<file path="config.mk">
export PLATFORM = sky130hd
export DESIGN_NAME = karnaugh_sweep_ctrl_flat
export DESIGN_NICKNAME = d
export VERILOG_FILES = /design/src/rtl/karnaugh_sweep_ctrl_if.sv /design/src/rtl/karnaugh_sweep_ctrl.sv /design/src/flat_wrapper.sv
export SDC_FILE = /design/constraint.sdc
export NUM_CORES = 1
export LEC_CHECK = 0
export ABC_AREA = 1
export CORE_MARGIN = 1.5
export CORE_UTILIZATION = 50
export DETAILED_ROUTE_END_ITERATION = 7
export GPL_TIMING_DRIVEN = 0
export PLACE_DENSITY = 0.74
export SLEW_MARGIN = 25
export SYNTH_ARGS = -nofsm -noshare
export SYNTH_HDL_FRONTEND = slang
export SYNTH_SLANG_ARGS = --single-unit
</file>
<file path="constraint.sdc">
create_clock -name clk -period 1.9 [get_ports clk]
set_input_delay 0.285 -clock clk [delete_from_list [all_inputs] [get_ports clk]]
set_output_delay 0.285 -clock clk [all_outputs]
set_load 0.005 [all_outputs]
</file>
<file path="src/rtl/karnaugh_sweep_ctrl_if.sv">
// Bundle between board control / function block and the sweep sequencer.
interface karnaugh_sweep_ctrl_if;
  logic       start;
  logic       abort;
  logic       x_in;
  logic       y_in;
  logic       z_in;
  logic [3:0] vec;
  logic       busy;
  logic       done;
  logic       pass;
  logic [4:0] ones_x;
  logic [4:0] ones_y;
  logic [4:0] ones_z;
  logic [4:0] mism_cnt;
  logic [3:0] rd_addr;
  logic [2:0] rd_data;

  modport master (
    output start, abort, x_in, y_in, z_in, rd_addr,
    input  vec, busy, done, pass, ones_x, ones_y, ones_z, mism_cnt, rd_data
  );

  modport slave (
    input  start, abort, x_in, y_in, z_in, rd_addr,
    output vec, busy, done, pass, ones_x, ones_y, ones_z, mism_cnt, rd_data
  );
endinterface

</file>
<file path="src/rtl/karnaugh_sweep_ctrl.sv">
// Steps all 16 input codes into the Karnaugh block, captures x/y/z per code,
// and tallies ones-counts and mismatches against golden truth tables.
module karnaugh_sweep_ctrl #(
  parameter int          SETTLE = 1,
  parameter logic [15:0] EXP_X  = 16'hB7C5,
  parameter logic [15:0] EXP_Y  = 16'hDD66,
  parameter logic [15:0] EXP_Z  = 16'hC33C
) (
  input logic clk,
  input logic rst,
  karnaugh_sweep_ctrl_if.slave bus
);

  typedef enum logic [1:0] {S_IDLE, S_SETTLE, S_SAMPLE, S_DONE} state_t;

  localparam logic [3:0] RELOAD = 4'(SETTLE - 1);

  state_t           state_q, state_d;
  logic [3:0]       idx_q;
  logic [3:0]       cnt_q;
  logic [4:0]       ones_x_q, ones_y_q, ones_z_q, mism_q;
  logic             pass_q;
  logic [15:0][2:0] tbl_q;
  logic             launch, capture;
  logic [2:0]       sample, golden;

  assign sample = {bus.x_in, bus.y_in, bus.z_in};
  assign golden = {EXP_X[idx_q], EXP_Y[idx_q], EXP_Z[idx_q]};

  always_comb begin
    state_d = state_q;
    launch  = 1'b0;
    capture = 1'b0;
    case (state_q)
      S_IDLE:
        if (bus.start && !bus.abort) begin
          state_d = S_SETTLE;
          launch  = 1'b1;
        end
      S_SETTLE:
        if (bus.abort)        state_d = S_IDLE;
        else if (cnt_q == '0) state_d = S_SAMPLE;
      S_SAMPLE:
        if (bus.abort) state_d = S_IDLE;  // capture for this code is dropped
        else begin
          capture = 1'b1;
          state_d = (idx_q == 4'd15) ? S_DONE : S_SETTLE;
        end
      S_DONE:  state_d = S_IDLE;
      default: state_d = S_IDLE;
    endcase
  end

  always_ff @(posedge clk) begin
    if (rst) begin
      state_q  <= S_IDLE;
      idx_q    <= '0;
      cnt_q    <= '0;
      ones_x_q <= '0;
      ones_y_q <= '0;
      ones_z_q <= '0;
      mism_q   <= '0;
      pass_q   <= 1'b0;
      tbl_q    <= '0;
    end else begin
      state_q <= state_d;
      if (launch) begin
        idx_q    <= '0;
        cnt_q    <= RELOAD;
        ones_x_q <= '0;
        ones_y_q <= '0;
        ones_z_q <= '0;
        mism_q   <= '0;
        pass_q   <= 1'b0;
        tbl_q    <= '0;
      end else if (capture) begin
        tbl_q[idx_q] <= sample;
        ones_x_q     <= ones_x_q + 5'(sample[2]);
        ones_y_q     <= ones_y_q + 5'(sample[1]);
        ones_z_q     <= ones_z_q + 5'(sample[0]);
        mism_q       <= mism_q + 5'(sample != golden);
        // last code leaves idx at 15 so vec holds it through DONE/IDLE
        if (idx_q != 4'd15) begin
          idx_q <= idx_q + 4'd1;
          cnt_q <= RELOAD;
        end
      end else if (state_q == S_SETTLE && cnt_q != '0) begin
        cnt_q <= cnt_q - 4'd1;
      end
      if (state_q == S_DONE) pass_q <= (mism_q == '0);
    end
  end

  assign bus.vec      = idx_q;
  assign bus.busy     = (state_q == S_SETTLE) || (state_q == S_SAMPLE);
  assign bus.done     = (state_q == S_DONE);
  assign bus.pass     = pass_q;
  assign bus.ones_x   = ones_x_q;
  assign bus.ones_y   = ones_y_q;
  assign bus.ones_z   = ones_z_q;
  assign bus.mism_cnt = mism_q;
  assign bus.rd_data  = tbl_q[bus.rd_addr];

endmodule

</file>
<file path="src/flat_wrapper.sv">
// flat-port wrapper written by rule: the top's interface ports become plain ports
module karnaugh_sweep_ctrl_flat 
#(
  parameter int          SETTLE = 1,
  parameter logic [15:0] EXP_X  = 16'hB7C5,
  parameter logic [15:0] EXP_Y  = 16'hDD66,
  parameter logic [15:0] EXP_Z  = 16'hC33C
)
  (clk, rst, bus_start, bus_abort, bus_x_in, bus_y_in, bus_z_in, bus_rd_addr, bus_vec, bus_busy, bus_done, bus_pass, bus_ones_x, bus_ones_y, bus_ones_z, bus_mism_cnt, bus_rd_data);
  karnaugh_sweep_ctrl_if bus_i ();
  input logic clk;
  input logic rst;
  input wire logic [$bits(bus_i.start)-1:0] bus_start;
  input wire logic [$bits(bus_i.abort)-1:0] bus_abort;
  input wire logic [$bits(bus_i.x_in)-1:0] bus_x_in;
  input wire logic [$bits(bus_i.y_in)-1:0] bus_y_in;
  input wire logic [$bits(bus_i.z_in)-1:0] bus_z_in;
  input wire logic [$bits(bus_i.rd_addr)-1:0] bus_rd_addr;
  output wire logic [$bits(bus_i.vec)-1:0] bus_vec;
  output wire logic [$bits(bus_i.busy)-1:0] bus_busy;
  output wire logic [$bits(bus_i.done)-1:0] bus_done;
  output wire logic [$bits(bus_i.pass)-1:0] bus_pass;
  output wire logic [$bits(bus_i.ones_x)-1:0] bus_ones_x;
  output wire logic [$bits(bus_i.ones_y)-1:0] bus_ones_y;
  output wire logic [$bits(bus_i.ones_z)-1:0] bus_ones_z;
  output wire logic [$bits(bus_i.mism_cnt)-1:0] bus_mism_cnt;
  output wire logic [$bits(bus_i.rd_data)-1:0] bus_rd_data;
  assign bus_i.start = bus_start;
  assign bus_i.abort = bus_abort;
  assign bus_i.x_in = bus_x_in;
  assign bus_i.y_in = bus_y_in;
  assign bus_i.z_in = bus_z_in;
  assign bus_i.rd_addr = bus_rd_addr;
  assign bus_vec = bus_i.vec;
  assign bus_busy = bus_i.busy;
  assign bus_done = bus_i.done;
  assign bus_pass = bus_i.pass;
  assign bus_ones_x = bus_i.ones_x;
  assign bus_ones_y = bus_i.ones_y;
  assign bus_ones_z = bus_i.ones_z;
  assign bus_mism_cnt = bus_i.mism_cnt;
  assign bus_rd_data = bus_i.rd_data;
  karnaugh_sweep_ctrl #(.SETTLE(SETTLE), .EXP_X(EXP_X), .EXP_Y(EXP_Y), .EXP_Z(EXP_Z)) u_core (.clk(clk), .rst(rst), .bus(bus_i));
endmodule
</file>
## Yosys cells after proc, flatten, opt, wreduce, memory -nomap -nowiden

Memories as Yosys holds them, arrays and structs flattened. A register that Yosys moved wholly into a read port is not among the register bits.
Cells that the tools add are included.

- Add/subtract/negate cells: 6
- Multipliers: 0
- Div/mod/pow operators: 0
- Order comparisons: 3
- Equality and inequality tests: 9
- Shifts and indexed selects: 0
- Muxes and demuxes: 29
- Bitwise gates (word level): 0
- Reductions and logical operators: 15

Operators with widths:

| kind | number |
|---|---|
| $bwmux W48 | 1 |
| $mux W4 | 9 |
| $add A5 B1 Y5 | 4 |
| $bmux W3 S4 | 1 |
| $demux W3 S4 | 1 |
| $lt A4 B5 Y1 const B | 2 |
| $mux W2 | 5 |
| $mux W1 | 9 |
| $pmux W2 S4 | 1 |
| $mux W3 | 2 |
| $reduce_and A2 Y1 | 3 |
| $logic_not A5 Y1 | 1 |
| $add A4 B1 Y4 const B | 1 |
| $eq A2 B2 Y1 const B | 2 |
| $eq A4 B4 Y1 const B | 1 |
| $ge A4 B1 Y1 const B | 1 |
| $logic_not A4 Y1 | 1 |
| $ne A4 B4 Y1 const B | 1 |
| $reduce_bool A2 Y1 | 2 |
| $reduce_bool A4 Y1 | 1 |
| $sub A4 B1 Y4 const B | 1 |
| $logic_and A1 B1 Y1 | 3 |
| $ne A3 B2 Y1 const B | 1 |
| $ne A3 B3 Y1 | 1 |
| 7 further kinds | 7 |

- Flip-flop bits (word level): 79
- Latch bits: 0
- RAM bits: 0
- ROM bits: 48
- Output and inout bits: 30
- Memories kept: 3

Memories:

| name | words | width | rd ports | clocked after Yosys merged registers in | write ports | line | RTL |
|---|---|---|---|---|---|---|---|
| (name not given) | 16 | 1 | 1 | 1 | 0 | karnaugh_sweep_ctrl.sv:28 | `assign golden = {EXP_X[idx_q], EXP_Y[idx_q], EXP_Z[idx_q]};` |
| (name not given) | 16 | 1 | 1 | 1 | 0 | karnaugh_sweep_ctrl.sv:28 |  |
| (name not given) | 16 | 1 | 1 | 1 | 0 | karnaugh_sweep_ctrl.sv:28 |  |

## Longest topological paths before layout

Gate-level depths: netlist (run 1).

- Word-level depth: 6
- Depth in mapped cells: 13
- Depth with buffers taken out: 13

## Worst setup path before layout (run 1)

No wires, ideal clock.

- Kind: register -> register
- From: register u_core.idx_q[1], in the netlist u_core.bus.vec[1]
- To: register u_core.golden[1] (netlist name)
- Setup time: 0.121 ns
- Arrival time: 1.560 ns
- Required time: 1.779 ns
- Path slack: 0.219 ns
- Stages on the path, launching flop included: 11
- Period minus slack after synthesis: 1.681 ns
- Cells stage by stage: dfxtp_1 ha_1 nand3_2 nand2_4 nand2_1 nand3_1 inv_1 ha_1 inv_1 nand2_1 o21ai_0

RTL lines:

| item | line | RTL |
|---|---|---|
| start, declared | karnaugh_sweep_ctrl.sv:19 | `logic [3:0] idx_q;` |
| start signal, assigned | karnaugh_sweep_ctrl.sv:84 | `idx_q <= idx_q + 4'd1;` |

## Worst setup path in the final report (run 1)

- From: register u_core.state_q[0]
- To: output port bus_busy

- Word-level cells in the longest chain between the ends: 2

Ends and longest elaborated chain:

| item | line | RTL |
|---|---|---|
| start, declared | karnaugh_sweep_ctrl.sv:18 | `state_t state_q, state_d;` |
| start signal, assigned | karnaugh_sweep_ctrl.sv:66 | `state_q <= state_d;` |
| $eq A2 B1 Y1 or $eq A2 B2 Y1 (tied branches) | karnaugh_sweep_ctrl.sv:95 | `assign bus.busy = (state_q == S_SETTLE) \|\| (state_q == S_SAMPLE);` |
| $logic_or A1 B1 Y1 (*) | karnaugh_sweep_ctrl.sv:95 |  |
| end, declared | flat_wrapper.sv:20 | `output wire logic [$bits(bus_i.busy)-1:0] bus_busy;` |

Mark *: on every way between the ends. The rest lies on a longest branch, timed or not.

==> results.toml, run 1 <==
[power_and_ir_drop]
p_sw_w = 0.000897
p_leak_nw = 1.93
swShare = 0.254
power_per_cell_area_nw_per_um2 = 722
p_clk_frac = 0.409
internal_power_w = 0.00263
ir_drop_mv = 0.489
seqPwrFrac = 0.491
pwr-share-comb = 0.100

[critical_path]
setup.worst_path.class = "flip-flop to primary output"
worstPathMaxFanout = 3
rrSetupSlack_ns = 0.17
endpoint_kind = "primary output"
slowest_delay_ns = 0.49
start_kind = "flip-flop"
cp.arrival_ns = 1.55
reg2reg_from = "u_core.state_q[0]"
slowest_stage = "clkdlybuf4s50_1"
cp.required_ns = 1.62
path_cells = "inv_1 > ha_1 > clkdlybuf4s50_1"
timing.critical_path.from = "u_core.state_q[0]"

[grt]
grt_overflow = 0
grt_pass1_vias = 3697
grt_max_degree = 15
antenna_found_initial = 0
grtUsageTotal = 0.258
grt_pass1_wl_mm = 17.5

[routing]
vias = 3902
ant_nets = 0
drt-initial-drc-count = 209
drt-pass1-iter-count = 5
via_per_inst = 5.35
drc_errors = 0
routed_wl_mm = 10.7
post_drt_wl_per_cell_um = 14.6

[yosys]
yosysSeqAreaShare = 0.400
syn_area_per_cell_um2 = 7.20
ys_warn_count = 0
synthFlopType = "dfxtp_1"
synth_area_um2 = 4110
synth_cell_types = 30
ys_seq_elements = 82
syn-num-nets = 603
synth-async-reset-ratio = 0
synthCells = 571
synth-edff-count = 0

[die]
start_util = 0.524
io_pins = 41
die_h_um = 93.7
die_area_um2 = 8770
core-area_um2 = 7850
die-width_um = 93.7
placementRows = 32

[finish]
final_nets = 655
nFillCells = 721
syn2layout_area_growth_pct = 19.0
diodes = 0
drive_gt1_frac = 0.100

[sta]
finalSetupViolations = 0
max_freq_ghz = 0.545
skew_ns = 0.0137
finalWorstSetupSlack_ns = 0.0647
slew_viol_final = 0
layout_min_cycle_time_ns = 1.84
timing.final.crit_share = 0.966
worst_pin_slew_ns = 0.564
hold_violations = 0
setup_tns_ns = 0
slew_headroom = 0.624

[cts]
numCtsBuffers = 9
ctsRootBufferMaster = "clkbuf_8"
cts.sinks = 82
cts_max_level = 3
clk_latency_ns = 0.37
cts_tree = "done"
cts_hold_buffers = 0
path_clk_slew_ns = 0.09
clk_path_buf_depth = 2

[placed_design]
finalWeightedCongestion = 0.873
dp_slack_ns = -0.797
dpl.hpwl_mm = 7.42
io_buffers = 39

[status]
status = "finished clean"

[hold_path]
min_path_type = "input pin to flip-flop"
hold_start = "bus_x_in"

[run]
maxCapViolations = 0
## what timing repair did
item	in CTS	in global routing
setup buffers	0	2
pin swaps	0	1
resized for setup	28	8
endpoints found under the setup margin	10	6
## final timing paths
kind                                         end  depth (start not counted)
worst max-delay path                    bus_busy                          3
worst min-delay path            u_core.tbl_q[29]                          3
worst max register to register  u_core.golden[2]                         13
worst min register to register   u_core.tbl_q[3]                          2
## placed cells by master, fill, tap and decap left out, types with 20 or more instances in the layout
master / netlist / routed
inv_1: 69 / 69
clkdlybuf4s50_1: 0 / 31
a21oi_1: 54 / 54
o21ai_0: 66 / 58
nand2_1: 85 / 85
nor2_1: 79 / 79
ha_1: 21 / 20
nand3_1: 40 / 39
dfxtp_1: 82 / 78
## synth_stat cells (2+ instances only)
library cell	number	area, um2
nand3_1	40	200
dfxtp_1	82	1640
buf_2	7	35.0
nand2_2	7	43.8
nand3_2	3	30.0
nor2_1	79	297
nor2_4	4	45.0
a21oi_1	54	270
o21ai_0	66	330
nor3b_1	3	22.5
nor3_1	11	55.1
inv_1	69	259
clkbuf_1	7	26.3
nand2_4	2	22.5
o211ai_1	12	90.1
buf_4	3	22.5
xnor2_1	3	26.3
buf_6	3	33.8
ha_1	21	263
nand2_1	85	319
## per-layer routing
metal  up-vias  wire length [um]  global-route usage
met5         -                 0                   0
met4         0               246              0.0883
met3        22               626              0.0607
met2       124              5070               0.427
met1      1792              4730               0.330
li1       1964                 -                   -
## kinds of logic (layout without fill, tap and decap cells)
logic type	Yosys count	after routing	share of synthesized area
xor gates and xnor gates	3	3	0.00640
adders and majority gates	21	21	0.0639
and+or+nand+nor	238	238	0.258
buffers and inverters	93	150	0.100
DFF	82	82	0.400
AOI/OAI and AO/OA	134	134	0.171
## area by class of cell
cell class	count	area (um2)	area share
plain buffers	22	164	0.0335
clock buffers	10	138	0.0281
clock inverters	6	87.6	0.0179
inverters	71	272	0.0555
multi-input cells	396	2060	0.422
flip-flops and latches	82	1650	0.337
well taps	102	128	0.0261
repair buffers	41	394	0.0806
## stage by stage
stage	instance area, um2	hold WS [ns]	power [W]	util	instances
2_1_floorplan	4110	0.357	0.00199	-	571
3_3_place_gp	4630	0.441	0.00211	0.590	712
3_5_place_dp	4630	0.451	0.00212	0.590	712
4_1_cts	4870	0.463	0.00354	0.621	728
5_1_grt	4890	0.423	0.00366	0.623	730
6_report	4890	0.393	0.00353	0.623	730
## worst max-delay path, delay by kind of cell (launching register included)
family	cells	cell delay (ns)
flip-flops	1	0.35
adder cells (fa/ha/maj)	1	0.28
buffers and inverters	2	0.56
## power groups by stage
stage                     combinational (W)  clock [W]  sequential (W)
final                              0.000353    0.00145         0.00173
after global routing               0.000390    0.00154         0.00173
after CTS                          0.000346    0.00146         0.00173
after detailed placement           0.000346          0         0.00177
after global placement             0.000339          0         0.00177
after floorplan                    0.000215          0         0.00177
## sequential cells by signal, indices dropped and copies added (netlist names), 2 cells and up
register / cells
u_core.bus.vec: 4
u_core.golden: 3
u_core.cnt_q: 4
u_core.bus.ones_z: 5
u_core.state_q: 2
u_core.bus.ones_x: 5
u_core.bus.ones_y: 5
u_core.tbl_q: 48
u_core.bus.mism_cnt: 5
Power figures use the tool's default switching activity.
==> run 2, diff against run 1 <==
--- a/config.mk
+++ b/config.mk
@@ -10,6 +10,7 @@
 export CORE_UTILIZATION = 50
 export DETAILED_ROUTE_END_ITERATION = 7
 export GPL_TIMING_DRIVEN = 0
+export HOLD_SLACK_MARGIN = 0.05
 export PLACE_DENSITY = 0.74
 export SLEW_MARGIN = 25
 export SYNTH_ARGS = -nofsm -noshare
==> results of run 2 <==
Same layout as run 1: the final DEF is identical, and so are final timing and power.
